$ cat config.mk
export PLATFORM = sky130hd
export DESIGN_NAME = operand_fetch_flat
export DESIGN_NICKNAME = d
export VERILOG_FILES = /design/src/rtl/cpu_pkg.sv /design/src/rtl/operand_fetch_if.sv /design/src/rtl/opfetch_fwd_mux.sv /design/src/rtl/operand_fetch.sv /design/src/flat_wrapper.sv
export SDC_FILE = /design/constraint.sdc
export NUM_CORES = 1
export LEC_CHECK = 0
export ABC_CLOCK_PERIOD_IN_PS = 2400
export BUFFER_PORTS_ARGS = -buffer_cell sky130_fd_sc_hd__buf_2
export CAP_MARGIN = 20
export CORE_AREA = 8 8 126 158
export CTS_CLUSTER_DIAMETER = 80
export DETAILED_ROUTE_END_ITERATION = 12
export DIE_AREA = 0 0 134 166
export GPL_TIMING_DRIVEN = 0
export PLACE_DENSITY = 0.8
export SYNTH_ARGS = -nofsm -noshare
export SYNTH_HDL_FRONTEND = slang
export SYNTH_SLANG_ARGS = --single-unit
export TNS_END_PERCENT = 20
$ cat constraint.sdc
create_clock -name clk -period 2.4 [get_ports clk]
set_clock_uncertainty 0.15 [all_clocks]
set_input_delay 0.12 -clock clk [delete_from_list [all_inputs] [get_ports clk]]
set_output_delay 0.12 -clock clk [all_outputs]
set_load 0.005 [all_outputs]
$ cat src/rtl/cpu_pkg.sv
// rtl/cpu_pkg.sv - shared CPU widths and constants; OPFETCH_PC_READ_EN selects r15-reads-PC+8
package cpu_pkg;

  localparam int DATA_W = 32;
  localparam int REG_AW = 4;
  localparam logic [3:0] REG_PC = 4'd15;
  localparam int PC_READ_OFFSET = 8;

`ifdef OPFETCH_PC_READ_EN
  localparam bit PC_READ_EN = 1'b1;
`else
  localparam bit PC_READ_EN = 1'b0;
`endif

endpackage

$ cat src/rtl/operand_fetch_if.sv
// rtl/operand_fetch_if.sv - decode/regfile/write-back/execute signals of the operand fetch stage
interface operand_fetch_if #(
  parameter int DATA_W = cpu_pkg::DATA_W,
  parameter int REG_AW = cpu_pkg::REG_AW
);
  logic              in_valid;
  logic              in_ready;
  logic [REG_AW-1:0] in_rn;
  logic [REG_AW-1:0] in_rm;
  logic [DATA_W-1:0] in_pc;
  logic [REG_AW-1:0] rf_read_regA;
  logic [REG_AW-1:0] rf_read_regB;
  logic [DATA_W-1:0] rf_data_regA;
  logic [DATA_W-1:0] rf_data_regB;
  logic              wb_en;
  logic [REG_AW-1:0] wb_reg;
  logic [DATA_W-1:0] wb_data;
  logic              out_valid;
  logic              out_ready;
  logic [DATA_W-1:0] out_opA;
  logic [DATA_W-1:0] out_opB;
  logic [REG_AW-1:0] out_rn;
  logic [REG_AW-1:0] out_rm;
  logic [DATA_W-1:0] out_pc;

  modport slave (
    input  in_valid, in_rn, in_rm, in_pc, rf_data_regA, rf_data_regB,
           wb_en, wb_reg, wb_data, out_ready,
    output in_ready, rf_read_regA, rf_read_regB,
           out_valid, out_opA, out_opB, out_rn, out_rm, out_pc
  );

  modport master (
    output in_valid, in_rn, in_rm, in_pc, rf_data_regA, rf_data_regB,
           wb_en, wb_reg, wb_data, out_ready,
    input  in_ready, rf_read_regA, rf_read_regB,
           out_valid, out_opA, out_opB, out_rn, out_rm, out_pc
  );

endinterface

$ cat src/rtl/opfetch_fwd_mux.sv
// rtl/opfetch_fwd_mux.sv - per-port operand select: PC+8, forwarded write-back, or regfile data
module opfetch_fwd_mux
  import cpu_pkg::*;
#(
  parameter int OP_W  = DATA_W,
  parameter int IDX_W = REG_AW
) (
  input  logic [IDX_W-1:0] idx_i,
  input  logic [OP_W-1:0]  pc_i,
  input  logic             fwd_en_i,
  input  logic [IDX_W-1:0] fwd_reg_i,
  input  logic [OP_W-1:0]  fwd_data_i,
  input  logic [OP_W-1:0]  rf_data_i,
  output logic [OP_W-1:0]  op_o
);

  always_comb begin
    op_o = rf_data_i;
    if (PC_READ_EN && idx_i == IDX_W'(REG_PC)) begin
      op_o = pc_i + OP_W'(PC_READ_OFFSET);
    end else if (fwd_en_i && fwd_reg_i == idx_i) begin
      // regfile data predates last cycle's write; the forward register holds that write
      op_o = fwd_data_i;
    end
  end

endmodule

$ cat src/rtl/operand_fetch.sv
// rtl/operand_fetch.sv - register-read stage: S1 read issue, S2 output register, forwarding and snoop
module operand_fetch #(
  parameter int DATA_W = cpu_pkg::DATA_W,
  parameter int REG_AW = cpu_pkg::REG_AW
) (
  input  logic            clk,
  input  logic            reset,
  operand_fetch_if.slave  bus
);
  import cpu_pkg::*;

  logic              s1_valid_q, s1_valid_d;
  logic [REG_AW-1:0] s1_rn_q, s1_rn_d;
  logic [REG_AW-1:0] s1_rm_q, s1_rm_d;
  logic [DATA_W-1:0] s1_pc_q, s1_pc_d;

  logic              fwd_en_q;
  logic [REG_AW-1:0] fwd_reg_q;
  logic [DATA_W-1:0] fwd_data_q;

  logic              out_valid_q, out_valid_d;
  logic [DATA_W-1:0] out_opA_q, out_opA_d;
  logic [DATA_W-1:0] out_opB_q, out_opB_d;
  logic [REG_AW-1:0] out_rn_q, out_rn_d;
  logic [REG_AW-1:0] out_rm_q, out_rm_d;
  logic [DATA_W-1:0] out_pc_q, out_pc_d;

  logic              s1_adv;
  logic              in_ready;
  logic              accept;
  logic [DATA_W-1:0] s1_opA, s1_opB;

  assign s1_adv   = !out_valid_q || bus.out_ready;
  assign in_ready = !reset && (!s1_valid_q || s1_adv);
  assign accept   = bus.in_valid && in_ready;

  // A held S1 keeps re-reading its own registers so stalled operands stay current
  assign bus.rf_read_regA = (s1_valid_q && !s1_adv) ? s1_rn_q : bus.in_rn;
  assign bus.rf_read_regB = (s1_valid_q && !s1_adv) ? s1_rm_q : bus.in_rm;

  opfetch_fwd_mux #(.OP_W(DATA_W), .IDX_W(REG_AW)) u_mux_a (
    .idx_i      (s1_rn_q),
    .pc_i       (s1_pc_q),
    .fwd_en_i   (fwd_en_q),
    .fwd_reg_i  (fwd_reg_q),
    .fwd_data_i (fwd_data_q),
    .rf_data_i  (bus.rf_data_regA),
    .op_o       (s1_opA)
  );

  opfetch_fwd_mux #(.OP_W(DATA_W), .IDX_W(REG_AW)) u_mux_b (
    .idx_i      (s1_rm_q),
    .pc_i       (s1_pc_q),
    .fwd_en_i   (fwd_en_q),
    .fwd_reg_i  (fwd_reg_q),
    .fwd_data_i (fwd_data_q),
    .rf_data_i  (bus.rf_data_regB),
    .op_o       (s1_opB)
  );

  always_comb begin
    s1_valid_d  = s1_valid_q;
    s1_rn_d     = s1_rn_q;
    s1_rm_d     = s1_rm_q;
    s1_pc_d     = s1_pc_q;
    out_valid_d = out_valid_q;
    out_opA_d   = out_opA_q;
    out_opB_d   = out_opB_q;
    out_rn_d    = out_rn_q;
    out_rm_d    = out_rm_q;
    out_pc_d    = out_pc_q;

    if (accept) begin
      s1_valid_d = 1'b1;
      s1_rn_d    = bus.in_rn;
      s1_rm_d    = bus.in_rm;
      s1_pc_d    = bus.in_pc;
    end else if (s1_adv) begin
      s1_valid_d = 1'b0;
    end

    if (s1_valid_q && s1_adv) begin
      out_valid_d = 1'b1;
      out_opA_d   = s1_opA;
      out_opB_d   = s1_opB;
      out_rn_d    = s1_rn_q;
      out_rm_d    = s1_rm_q;
      out_pc_d    = s1_pc_q;
    end else if (s1_adv) begin
      out_valid_d = 1'b0;
    end else if (bus.wb_en) begin
      // S2 is stalled: snoop write-backs so execute sees current values
      if (bus.wb_reg == out_rn_q && !(PC_READ_EN && out_rn_q == REG_AW'(REG_PC)))
        out_opA_d = bus.wb_data;
      if (bus.wb_reg == out_rm_q && !(PC_READ_EN && out_rm_q == REG_AW'(REG_PC)))
        out_opB_d = bus.wb_data;
    end
  end

  always_ff @(posedge clk) begin
    if (reset) begin
      s1_valid_q  <= 1'b0;
      s1_rn_q     <= '0;
      s1_rm_q     <= '0;
      s1_pc_q     <= '0;
      fwd_en_q    <= 1'b0;
      fwd_reg_q   <= '0;
      fwd_data_q  <= '0;
      out_valid_q <= 1'b0;
      out_opA_q   <= '0;
      out_opB_q   <= '0;
      out_rn_q    <= '0;
      out_rm_q    <= '0;
      out_pc_q    <= '0;
    end else begin
      s1_valid_q  <= s1_valid_d;
      s1_rn_q     <= s1_rn_d;
      s1_rm_q     <= s1_rm_d;
      s1_pc_q     <= s1_pc_d;
      fwd_en_q    <= bus.wb_en;
      fwd_reg_q   <= bus.wb_reg;
      fwd_data_q  <= bus.wb_data;
      out_valid_q <= out_valid_d;
      out_opA_q   <= out_opA_d;
      out_opB_q   <= out_opB_d;
      out_rn_q    <= out_rn_d;
      out_rm_q    <= out_rm_d;
      out_pc_q    <= out_pc_d;
    end
  end

  assign bus.in_ready  = in_ready;
  assign bus.out_valid = out_valid_q;
  assign bus.out_opA   = out_opA_q;
  assign bus.out_opB   = out_opB_q;
  assign bus.out_rn    = out_rn_q;
  assign bus.out_rm    = out_rm_q;
  assign bus.out_pc    = out_pc_q;

endmodule

$ cat src/flat_wrapper.sv
// flat-port wrapper written by rule: the top's interface ports become plain ports
module operand_fetch_flat import cpu_pkg::*;
#(
  parameter int DATA_W = cpu_pkg::DATA_W,
  parameter int REG_AW = cpu_pkg::REG_AW
)
  (clk, reset, bus_in_valid, bus_in_rn, bus_in_rm, bus_in_pc, bus_rf_data_regA, bus_rf_data_regB, bus_wb_en, bus_wb_reg, bus_wb_data, bus_out_ready, bus_in_ready, bus_rf_read_regA, bus_rf_read_regB, bus_out_valid, bus_out_opA, bus_out_opB, bus_out_rn, bus_out_rm, bus_out_pc);
  operand_fetch_if #(.DATA_W(DATA_W), .REG_AW(REG_AW)) bus_i ();
  input  logic clk;
  input  logic reset;
  input wire logic [$bits(bus_i.in_valid)-1:0] bus_in_valid;
  input wire logic [$bits(bus_i.in_rn)-1:0] bus_in_rn;
  input wire logic [$bits(bus_i.in_rm)-1:0] bus_in_rm;
  input wire logic [$bits(bus_i.in_pc)-1:0] bus_in_pc;
  input wire logic [$bits(bus_i.rf_data_regA)-1:0] bus_rf_data_regA;
  input wire logic [$bits(bus_i.rf_data_regB)-1:0] bus_rf_data_regB;
  input wire logic [$bits(bus_i.wb_en)-1:0] bus_wb_en;
  input wire logic [$bits(bus_i.wb_reg)-1:0] bus_wb_reg;
  input wire logic [$bits(bus_i.wb_data)-1:0] bus_wb_data;
  input wire logic [$bits(bus_i.out_ready)-1:0] bus_out_ready;
  output wire logic [$bits(bus_i.in_ready)-1:0] bus_in_ready;
  output wire logic [$bits(bus_i.rf_read_regA)-1:0] bus_rf_read_regA;
  output wire logic [$bits(bus_i.rf_read_regB)-1:0] bus_rf_read_regB;
  output wire logic [$bits(bus_i.out_valid)-1:0] bus_out_valid;
  output wire logic [$bits(bus_i.out_opA)-1:0] bus_out_opA;
  output wire logic [$bits(bus_i.out_opB)-1:0] bus_out_opB;
  output wire logic [$bits(bus_i.out_rn)-1:0] bus_out_rn;
  output wire logic [$bits(bus_i.out_rm)-1:0] bus_out_rm;
  output wire logic [$bits(bus_i.out_pc)-1:0] bus_out_pc;
  assign bus_i.in_valid = bus_in_valid;
  assign bus_i.in_rn = bus_in_rn;
  assign bus_i.in_rm = bus_in_rm;
  assign bus_i.in_pc = bus_in_pc;
  assign bus_i.rf_data_regA = bus_rf_data_regA;
  assign bus_i.rf_data_regB = bus_rf_data_regB;
  assign bus_i.wb_en = bus_wb_en;
  assign bus_i.wb_reg = bus_wb_reg;
  assign bus_i.wb_data = bus_wb_data;
  assign bus_i.out_ready = bus_out_ready;
  assign bus_in_ready = bus_i.in_ready;
  assign bus_rf_read_regA = bus_i.rf_read_regA;
  assign bus_rf_read_regB = bus_i.rf_read_regB;
  assign bus_out_valid = bus_i.out_valid;
  assign bus_out_opA = bus_i.out_opA;
  assign bus_out_opB = bus_i.out_opB;
  assign bus_out_rn = bus_i.out_rn;
  assign bus_out_rm = bus_i.out_rm;
  assign bus_out_pc = bus_i.out_pc;
  operand_fetch #(.DATA_W(DATA_W), .REG_AW(REG_AW)) u_core (.clk(clk), .reset(reset), .bus(bus_i));
endmodule
# == Word-level counts from Yosys, hierarchy flattened ==
# Cells that the tools add are included.
# totals
regBits,183
input_bits,145
out_inout_bits,114
wordCells,52
# classes
n_eq_ne,5
n_mux,15
reduce_logical,19
# ops
cell,n
32-bit two-way mux,10
4-bit == test,4
2-bit nonzero test,5
4-bit two-way mux,2
1-bit logical AND,6
3-bit AND reduction,2
1-bit zero test,4
1-bit two-way mux,3
1-bit logical OR,2
2-bit != test (second input constant),1

# == Depth between registers and ports, before layout ==
# Gate-level depths: netlist of run 1.
# logic_depth
depth_word,6
depth_mapped,8
mapped_depth_nobuf,5

# == Hierarchy ==
# A second synthesis of run 1 with hierarchy kept.
# unflattened
cells_unflattened,855
area_unflattened_um2,8201.6
# modules_own_cells
mod,n_inst,cells_per_inst,area_each_um2,seq_area_each_um2
operand_fetch,1,767,7045.5,3663.5
opfetch_fwd_mux,2,44,578.1,0.0

# == Worst setup path after synthesis of run 1 ==
# OpenSTA, ideal clock, no wires.
# synth_path
kind,register to register
from,register u_core.out_valid_q (netlist: u_core.bus.out_valid)
to,register u_core.out_opB_q[11] (netlist: u_core.bus.out_opB[11])
setup_ns,0.060
arrival_ns,1.647
required_time_ns,2.190
setup_slack_ns,0.544
path_stages_with_launch,8
n_path_buf,2
period_less_slack_ns,1.856
path_cell_list,dfxtp_1 nor2b_1 nand2_1 a21oi_1 nor2b_1 clkbuf_1 clkbuf_1 a22o_1
# synth_via
elab_chain_cells,5
elab_cells_between_ends,8
cone_classes,eq/ne: 1; mux: 1; reduce/logical: 6
# synth_rtl
element,line_no,text
"start, declared",operand_fetch.sv:21,"logic out_valid_q, out_valid_d;"
"start signal, assigned",operand_fetch.sv:123,out_valid_q <= out_valid_d;
1-bit zero test (*),operand_fetch.sv:33,assign s1_adv = !out_valid_q || bus.out_ready;
1-bit logical OR (*),operand_fetch.sv:33,
1-bit logical AND,operand_fetch.sv:82,if (s1_valid_q && s1_adv) begin
2-bit != test (no line) / 2-bit nonzero test (equally long branches),-,
3-bit AND reduction (no line),-,
"end signal, assigned",operand_fetch.sv:125,out_opB_q <= out_opB_d;
"end, declared",operand_fetch.sv:23,"logic [DATA_W-1:0] out_opB_q, out_opB_d;"
# Mark *: on every way between the ends. The rest lies on a longest branch, timed or not.
# A chain may end at the register's enable or synchronous reset.

# == Worst setup path after layout of run 1 ==
# layout_path
from,register u_core.s1_rm_q[3]
to,register u_core.out_opB_q[11] (netlist: u_core.bus.out_opB[11])
# layout_via
elab_chain_cells,4
# layout_rtl
element,line_no,text
"start, declared",operand_fetch.sv:14,"logic [REG_AW-1:0] s1_rm_q, s1_rm_d;"
"start signal, assigned",operand_fetch.sv:118,s1_rm_q <= s1_rm_d;
4-bit == test,opfetch_fwd_mux.sv:21,end else if (fwd_en_i && fwd_reg_i == idx_i) begin
1-bit logical AND,opfetch_fwd_mux.sv:21,
32-bit two-way mux,opfetch_fwd_mux.sv:21,
32-bit two-way mux,operand_fetch.sv:82,
# Every way passes these cells.

==> results of run 1 <==
-- final cells by class --
class / instances / area (um2) / area share [%]
antenna: 2 / 5.00 / 0.0457
multi-input combinational: 614 / 3720 / 33.9
sequential: 183 / 3660 / 33.4
tap: 228 / 285 / 2.60
clock inverter: 12 / 114 / 1.04
timing repair buffer: 369 / 2410 / 22.0
buffer: 75 / 325 / 2.97
clock buffer: 20 / 437 / 3.99
-- Yosys cell counts (7+ instances only) --
cell and number:
dfxtp_1 183, nand2_1 166, nor2_1 132, clkbuf_1 53, a21oi_1 43, nand3b_1 40, nor2b_1 39, a211oi_1 32
a22o_1 32, mux2i_1 32, nor4_1 32, a2111oi_2 30, buf_2 10, buf_1 9, xnor2_1 9, mux2_2 8
xor2_1 7
-- repair_timing --
| action | CTS | global route |
|---|---|---|
| resized for setup | 0 | 15 |
| hold endpoints to repair | 111 | 0 |
| setup endpoints to repair | 0 | 69 |
| hold buffers | 112 | 0 |
-- per-stage QoR --
step | instance area (um2) | std cells | util, % | setup WS (ps)
after global placement | 9260 | 1357 | 52.8 | 93.6
final | 11000 | 1503 | 62.4 | 152
after global routing | 11000 | 1502 | 62.4 | 17.9
after detailed placement | 9260 | 1357 | 52.8 | 53.9
after CTS | 10900 | 1501 | 62.3 | 48.8
after floorplan | 7690 | 872 | - | 544
-- logic make-up (layout without fill, tap and decap cells) --
family                    Yosys count  after routing  synth area share (%)
DFF                               183            183                  47.6
other                               0              2                     0
buffers and inverters              75            476                  4.12
and+or+nand+nor                   417            417                  25.1
muxes                              40             40                  5.34
AOI/OAI and AO/OA                 141            141                  16.0
xor gates and xnor gates           16             16                  1.82
-- routing by layer --
metal | vias to the layer above | track usage [%] | routed length, um
li1 | 3790 | - | -
met1 | 3820 | 27.1 | 10600
met2 | 426 | 42.7 | 14200
met3 | 91 | 6.27 | 2120
met4 | 0 | 11.7 | 1160
met5 | - | 0 | 0
-- registers in the layout (all words and copies together), names as in the netlist --
name and count:
u_core.fwd_en_q 1, u_core.bus.out_pc 32, u_core.bus.out_rn 4, u_core.s1_rm_q 4, u_core.bus.out_rm 4, u_core.bus.out_opB 32, u_core.bus.out_opA 32, u_core.s1_valid_q 1
u_core.s1_pc_q 32, u_core.fwd_data_q 32, u_core.fwd_reg_q 4, u_core.s1_rn_q 4, u_core.bus.out_valid 1
-- power groups by stage --
stage / combinational, W / sequential, W / clock (W)
floorplan: 0.000544 / 0.00339 / 0
global placement: 0.000965 / 0.00340 / 0
detailed placement: 0.000983 / 0.00340 / 0
CTS: 0.00113 / 0.00333 / 0.00269
global route: 0.00124 / 0.00336 / 0.00281
finish: 0.00115 / 0.00334 / 0.00267
-- how the worst max path moves through the flow --
stage / startpoint / to / slack [ps] / depth (start not counted)
after floorplan: u_core.bus.out_valid / u_core.bus.out_opB[11] / 540 / 7
after global placement: u_core.bus.out_valid / u_core.bus.out_pc[10] / 90 / 7
after detailed placement: u_core.s1_rm_q[3] / u_core.bus.out_opB[11] / 50 / 7
after CTS: u_core.s1_rm_q[3] / u_core.bus.out_opB[11] / 50 / 7
after global routing: u_core.bus.out_valid / u_core.bus.out_opB[12] / 20 / 6
final: u_core.s1_rm_q[3] / u_core.bus.out_opB[11] / 150 / 7
-- tightest hold or removal path, cell delays in order --
cell,delay [ps]
buf_2,100
nor2_1,90
a211oi_1,70
a22o_1,180
==> impl_metrics.csv, run 1 <==
group,metric,value,unit
synth,synth-edff-count,0,
routing,wl_per_cell,18.6,um
layout,final_common_cell,"buf_2",
power_and_ir_drop,internal_power,0.00513,W
min_path,min_to,"u_core.bus.out_opB[31]",
layout,fin_nets,1405,
clock_tree,cts_root_buf,"clkbuf_16",
min_path,whs_path_depth,4,
routing,wl,28000,um
synth,async_flop_share,0,%
synth,synth_cell_types,27,
die,die_w,134,um
placement,portBuffers,257,
timing,setup_tns,0,ps
min_path,hold_path.class,"in2reg",
layout,layout_common_cells,"buf_2, dfxtp_1, nand2_1",
timing,fin_crit_sh,93.7,%
synth,synth.area.top_cells,"dfxtp_1, nand2_1, nor2_1, a2111oi_2, mux2i_1",
die,die-area,0.0222,mm2
synth,synth-seq-cells,183,
worst_setup_path,crit_top_cell,"clkbuf_1",
synth,ys_warn_count,0,
routing,vias,8127,
run,cap_violations,0,
synth,syn_inst,872,
die,start_util,43.8,%
power_and_ir_drop,p_switching,0.00202,W
routing,antenna_left,0,
worst_setup_path,critPathMaxStageDelay,430,ps
global_route,grtUsageTotal,24.5,%
global_route,grt_pass1_vias,8261,
routing,via_per_inst,5.41,
worst_setup_path,path_cells,"xnor2_1 -> nand3_2 -> or2_2 -> clkbuf_1 -> clkbuf_1 -> a211oi_1 -> a22o_1",
clock_tree,cts_buffers,17,
routing,drt_iter0_markers,533,
timing,fmaxAchievable,445,MHz
synth,avgSynthCellArea,8.82,um2
timing,hold_ws,38.0,ps
worst_setup_path,path_max_fanout,10,
clock_tree,postCtsSetupRepairBufs,0,
power_and_ir_drop,finalPower,0.00715,W
timing,period_minus_slack,2250,ps
power_and_ir_drop,pwr-share-comb,16.0,%
power_and_ir_drop,powerDensity,653,mW/mm2
worst_setup_path,critical_path.top_delay_family,"simple AND/OR/NAND/NOR gates",
synth,synth_top_area_share,47.6,%
outcome,status,"finished clean",
die,core-area,0.0175,mm2
die,io_pins,259,
clock_tree,cts.sinks,183,
routing,drc,0,
timing,relSlewSlack,41.6,%
synth,syn_area,0.00769,mm2
power_and_ir_drop,ir_drop,0.506,mV
placement,place_congestion,0.870,
power_and_ir_drop,power_frac_seq,46.7,%
die,die_h,166,um
timing,worstMarginPinSlew,877,ps
worst_setup_path,slowest_stage,"dfxtp_1",
synth,synth_area_leader_cell,"dfxtp_1",
min_path,worstHoldStart,"bus_rf_data_regB[31]",
timing,rsz0062_at_grt,"no",
synth,synth_nets,1017,
synth,yosysSeqAreaShare,47.6,%
layout,drive_above_1_share,27.5,%
clock_tree,cts_htree_levels,4,
worst_setup_path,critPathLaunchType,"flop",
global_route,grt.overflow.total,0,
layout,area_growth,42.4,%
placement,hpwl,19400,um
worst_setup_path,r2r.worst_path.cells,7,
worst_setup_path,cp_data_required_time,2620,ps
timing,slew_viol_final,0,
global_route,grt_pass1_wl,43700,um
power_and_ir_drop,power_frac_clock,37.3,%
timing,finalHoldViolations,0,
die,num_rows,55,
clock_tree,worstSkewPairLatency,430,ps
worst_setup_path,ff2ff_setup_slack,150,ps
power_and_ir_drop,netSwitchingFraction,28.2,%
worst_setup_path,crit_arrival,2470,ps
layout,fill_cells,1452,
clock_tree,clkTransAtPathRegs,70,ps
routing,firstDrtPassIters,5,
global_route,grt_max_degree,18,
synth,synth-main-ff-cell,"dfxtp_1",
power_and_ir_drop,power_leakage,4.75,nW
worst_setup_path,r2r_end,"u_core.bus.out_opB[11]",
global_route,grt_antenna_before_repair,1,
worst_setup_path,r2r-start,"u_core.s1_rm_q[3]",
clock_tree,clockBufferDepth,2,
worst_setup_path,path_class,"reg2reg",
worst_setup_path,path_buf_inv,2,
worst_setup_path,critPathCaptureType,"flop",
timing,setup_violations,0,
clock_tree,cts_tree,"done",
No activity file was read; power rests on OpenSTA's default activity.
==> run 2, diff against run 1 <==
- BUFFER_PORTS_ARGS: -buffer_cell sky130_fd_sc_hd__buf_2 -> -buffer_cell sky130_fd_sc_hd__buf_4
==> impl_metrics.csv, run 2 (synthesized netlist as in run 1, its figures left out) <==
group,metric,value,unit
outcome,status,"finished clean",
routing,drc,0,
timing,relSlewSlack,40.3,%
worst_setup_path,cp_data_required_time,2570,ps
power_and_ir_drop,powerDensity,648,mW/mm2
placement,place_congestion,0.883,
placement,post-place-ws,65.5,ps
clock_tree,cts_htree_levels,4,
placement,dp.cells,1357,
worst_setup_path,path_cells,"dlygate4sd3_1 -> buf_4 -> xor2_1 -> nor4_2 -> a2bb2oi_2 -> buf_2 -> nor2_1 -> a2111oi_2",
routing,wl,28200,um
die,start_util,43.8,%
power_and_ir_drop,internal_power,0.00550,W
routing,firstDrtPassIters,5,
global_route,grt_pass1_vias,8295,
run,cap_violations,0,
worst_setup_path,r2r-start,"u_core.s1_rm_q[3]",
global_route,grtUsageTotal,24.8,%
power_and_ir_drop,ir_drop,0.437,mV
layout,final_common_cell,"buf_4",
layout,drive_above_1_share,27.7,%
timing,rsz0062_at_grt,"no",
die,io_pins,259,
min_path,hold_path.class,"in2reg",
worst_setup_path,critical_path.top_delay_family,"buffers and inverters",
worst_setup_path,critPathCaptureType,"flop",
timing,worstMarginPinSlew,896,ps
clock_tree,worstSkewPairLatency,430,ps
worst_setup_path,path_max_fanout,10,
worst_setup_path,crit_arrival,2460,ps
power_and_ir_drop,finalPower,0.00757,W
clock_tree,cts_buffers,17,
power_and_ir_drop,netSwitchingFraction,27.3,%
global_route,grt_pass1_wl,44300,um
placement,hpwl,19600,um
global_route,grt_antenna_before_repair,3,
min_path,min_to,"u_core.bus.out_opB[26]",
clock_tree,cts_tree,"done",
worst_setup_path,r2r.worst_path.cells,7,
die,core-area,0.0175,mm2
worst_setup_path,ff2ff_setup_slack,120,ps
timing,setup_tns,0,ps
power_and_ir_drop,p_switching,0.00206,W
worst_setup_path,path_buf_inv,3,
placement,portBuffers,257,
routing,vias,8018,
worst_setup_path,critPathMaxStageDelay,560,ps
worst_setup_path,slowest_stage,"dlygate4sd3_1",
global_route,grt_max_degree,19,
worst_setup_path,cp.depth,8,
die,die-area,0.0222,mm2
min_path,whs_path_depth,4,
clock_tree,cts.sinks,183,
layout,utilization,66.5,%
worst_setup_path,path_class,"in2reg",
timing,slew_viol_final,0,
power_and_ir_drop,power_frac_seq,44.2,%
die,die_w,134,um
timing,fmaxAchievable,437,MHz
timing,setup_violations,0,
worst_setup_path,r2r_end,"u_core.bus.out_opB[7]",
global_route,grt.overflow.total,0,
min_path,worstHoldStart,"bus_rf_data_regB[26]",
die,num_rows,55,
power_and_ir_drop,power_frac_clock,38.9,%
timing,finalHoldViolations,0,
power_and_ir_drop,power_leakage,4.93,nW
clock_tree,clkTransAtPathRegs,70,ps
routing,antenna_left,0,
routing,via_per_inst,5.33,
routing,drt_iter0_markers,552,
timing,fin_crit_sh,95.5,%
clock_tree,clockBufferDepth,2,
timing,period_minus_slack,2290,ps
routing,wl_per_cell,18.7,um
layout,fin_nets,1405,
power_and_ir_drop,pwr-share-comb,16.9,%
clock_tree,cts_root_buf,"clkbuf_16",
die,die_h,166,um
layout,final_cells,1504,
timing,setup_ws,109,ps
layout,layout_common_cells,"buf_4, dfxtp_1, nand2_1",
worst_setup_path,critPathLaunchType,"input pin",
layout,area_growth,51.8,%
-- run 2: cell count changes in the layout (fill, tap and decap cells not counted), sizes merged --
cell,delta
clkbuf,-2
bufinv,+2
inv,-1
clkinv,+2
clkinvlp,-1
diode,+1
-- run 2: worst max-delay path by stage --
stage / from / end / slack [ps]
4_1_cts: u_core.bus.out_valid / u_core.bus.out_pc[18] / 40
3_5_place_dp: u_core.bus.out_valid / u_core.bus.out_opB[8] / 70
3_3_place_gp: u_core.bus.out_valid / u_core.bus.out_opB[8] / 110
6_report: bus_wb_reg[3] / u_core.bus.out_opA[27] / 110
2_1_floorplan: u_core.bus.out_valid / u_core.bus.out_opB[11] / 540
5_1_grt: u_core.bus.out_valid / u_core.bus.out_opB[17] / 2
-- run 2: repair_timing --
item,CTS,global route
hold buffers,112,0
resized for setup,0,16
endpoints found under the setup margin,0,59
hold endpoints to repair,121,0
setup buffers,0,0
-- run 2: area by class of cell --
| class | instances | area (um2) |
|---|---|---|
| antenna | 3 | 7.51 |
| buffer | 75 | 327 |
| tap | 228 | 285 |
| multi-input combinational | 614 | 3720 |
| fill | 1349 | 5870 |
| clock buffer | 18 | 439 |
| timing repair buffer | 369 | 3050 |
| sequential | 183 | 3660 |
| clock inverter | 14 | 188 |
-- run 2: power by group through the flow --
stage               Sequential [W]  Clock [W]  Combinational, W
finish                     0.00334    0.00294           0.00128
global route               0.00336    0.00309           0.00138
CTS                        0.00334    0.00297           0.00127
detailed placement         0.00340          0           0.00111
global placement           0.00340          0           0.00109
floorplan                  0.00339          0          0.000544
-- run 2: metal layers --
metal  GRT usage [%]  vias to the layer above  wire length, um
met3            6.08                       86             1910
met2            43.2                      374            14000
met5               0                        -                0
met4            13.4                        0             1350
met1            27.1                     3774            10900
li1                -                     3784                -
-- run 2: per-stage QoR --
| step | hold slack, ps | instance area, um2 |
|---|---|---|
| after CTS | 17.9 | 11700 |
| after detailed placement | 155 | 9910 |
| after floorplan | 68.9 | 7690 |
| after global routing | 47.2 | 11700 |
| after global placement | 153 | 9910 |
| final | 38.6 | 11700 |
-- run 2: worst reg2reg max path: cells and delay by family, from the launching register on --
| family | cells | cell delay (ps) |
|---|---|---|
| buf+inv | 2 | 380 |
| xor+xnor | 1 | 160 |
| compound gates | 2 | 530 |
| simple gates | 2 | 570 |
| flops | 1 | 440 |
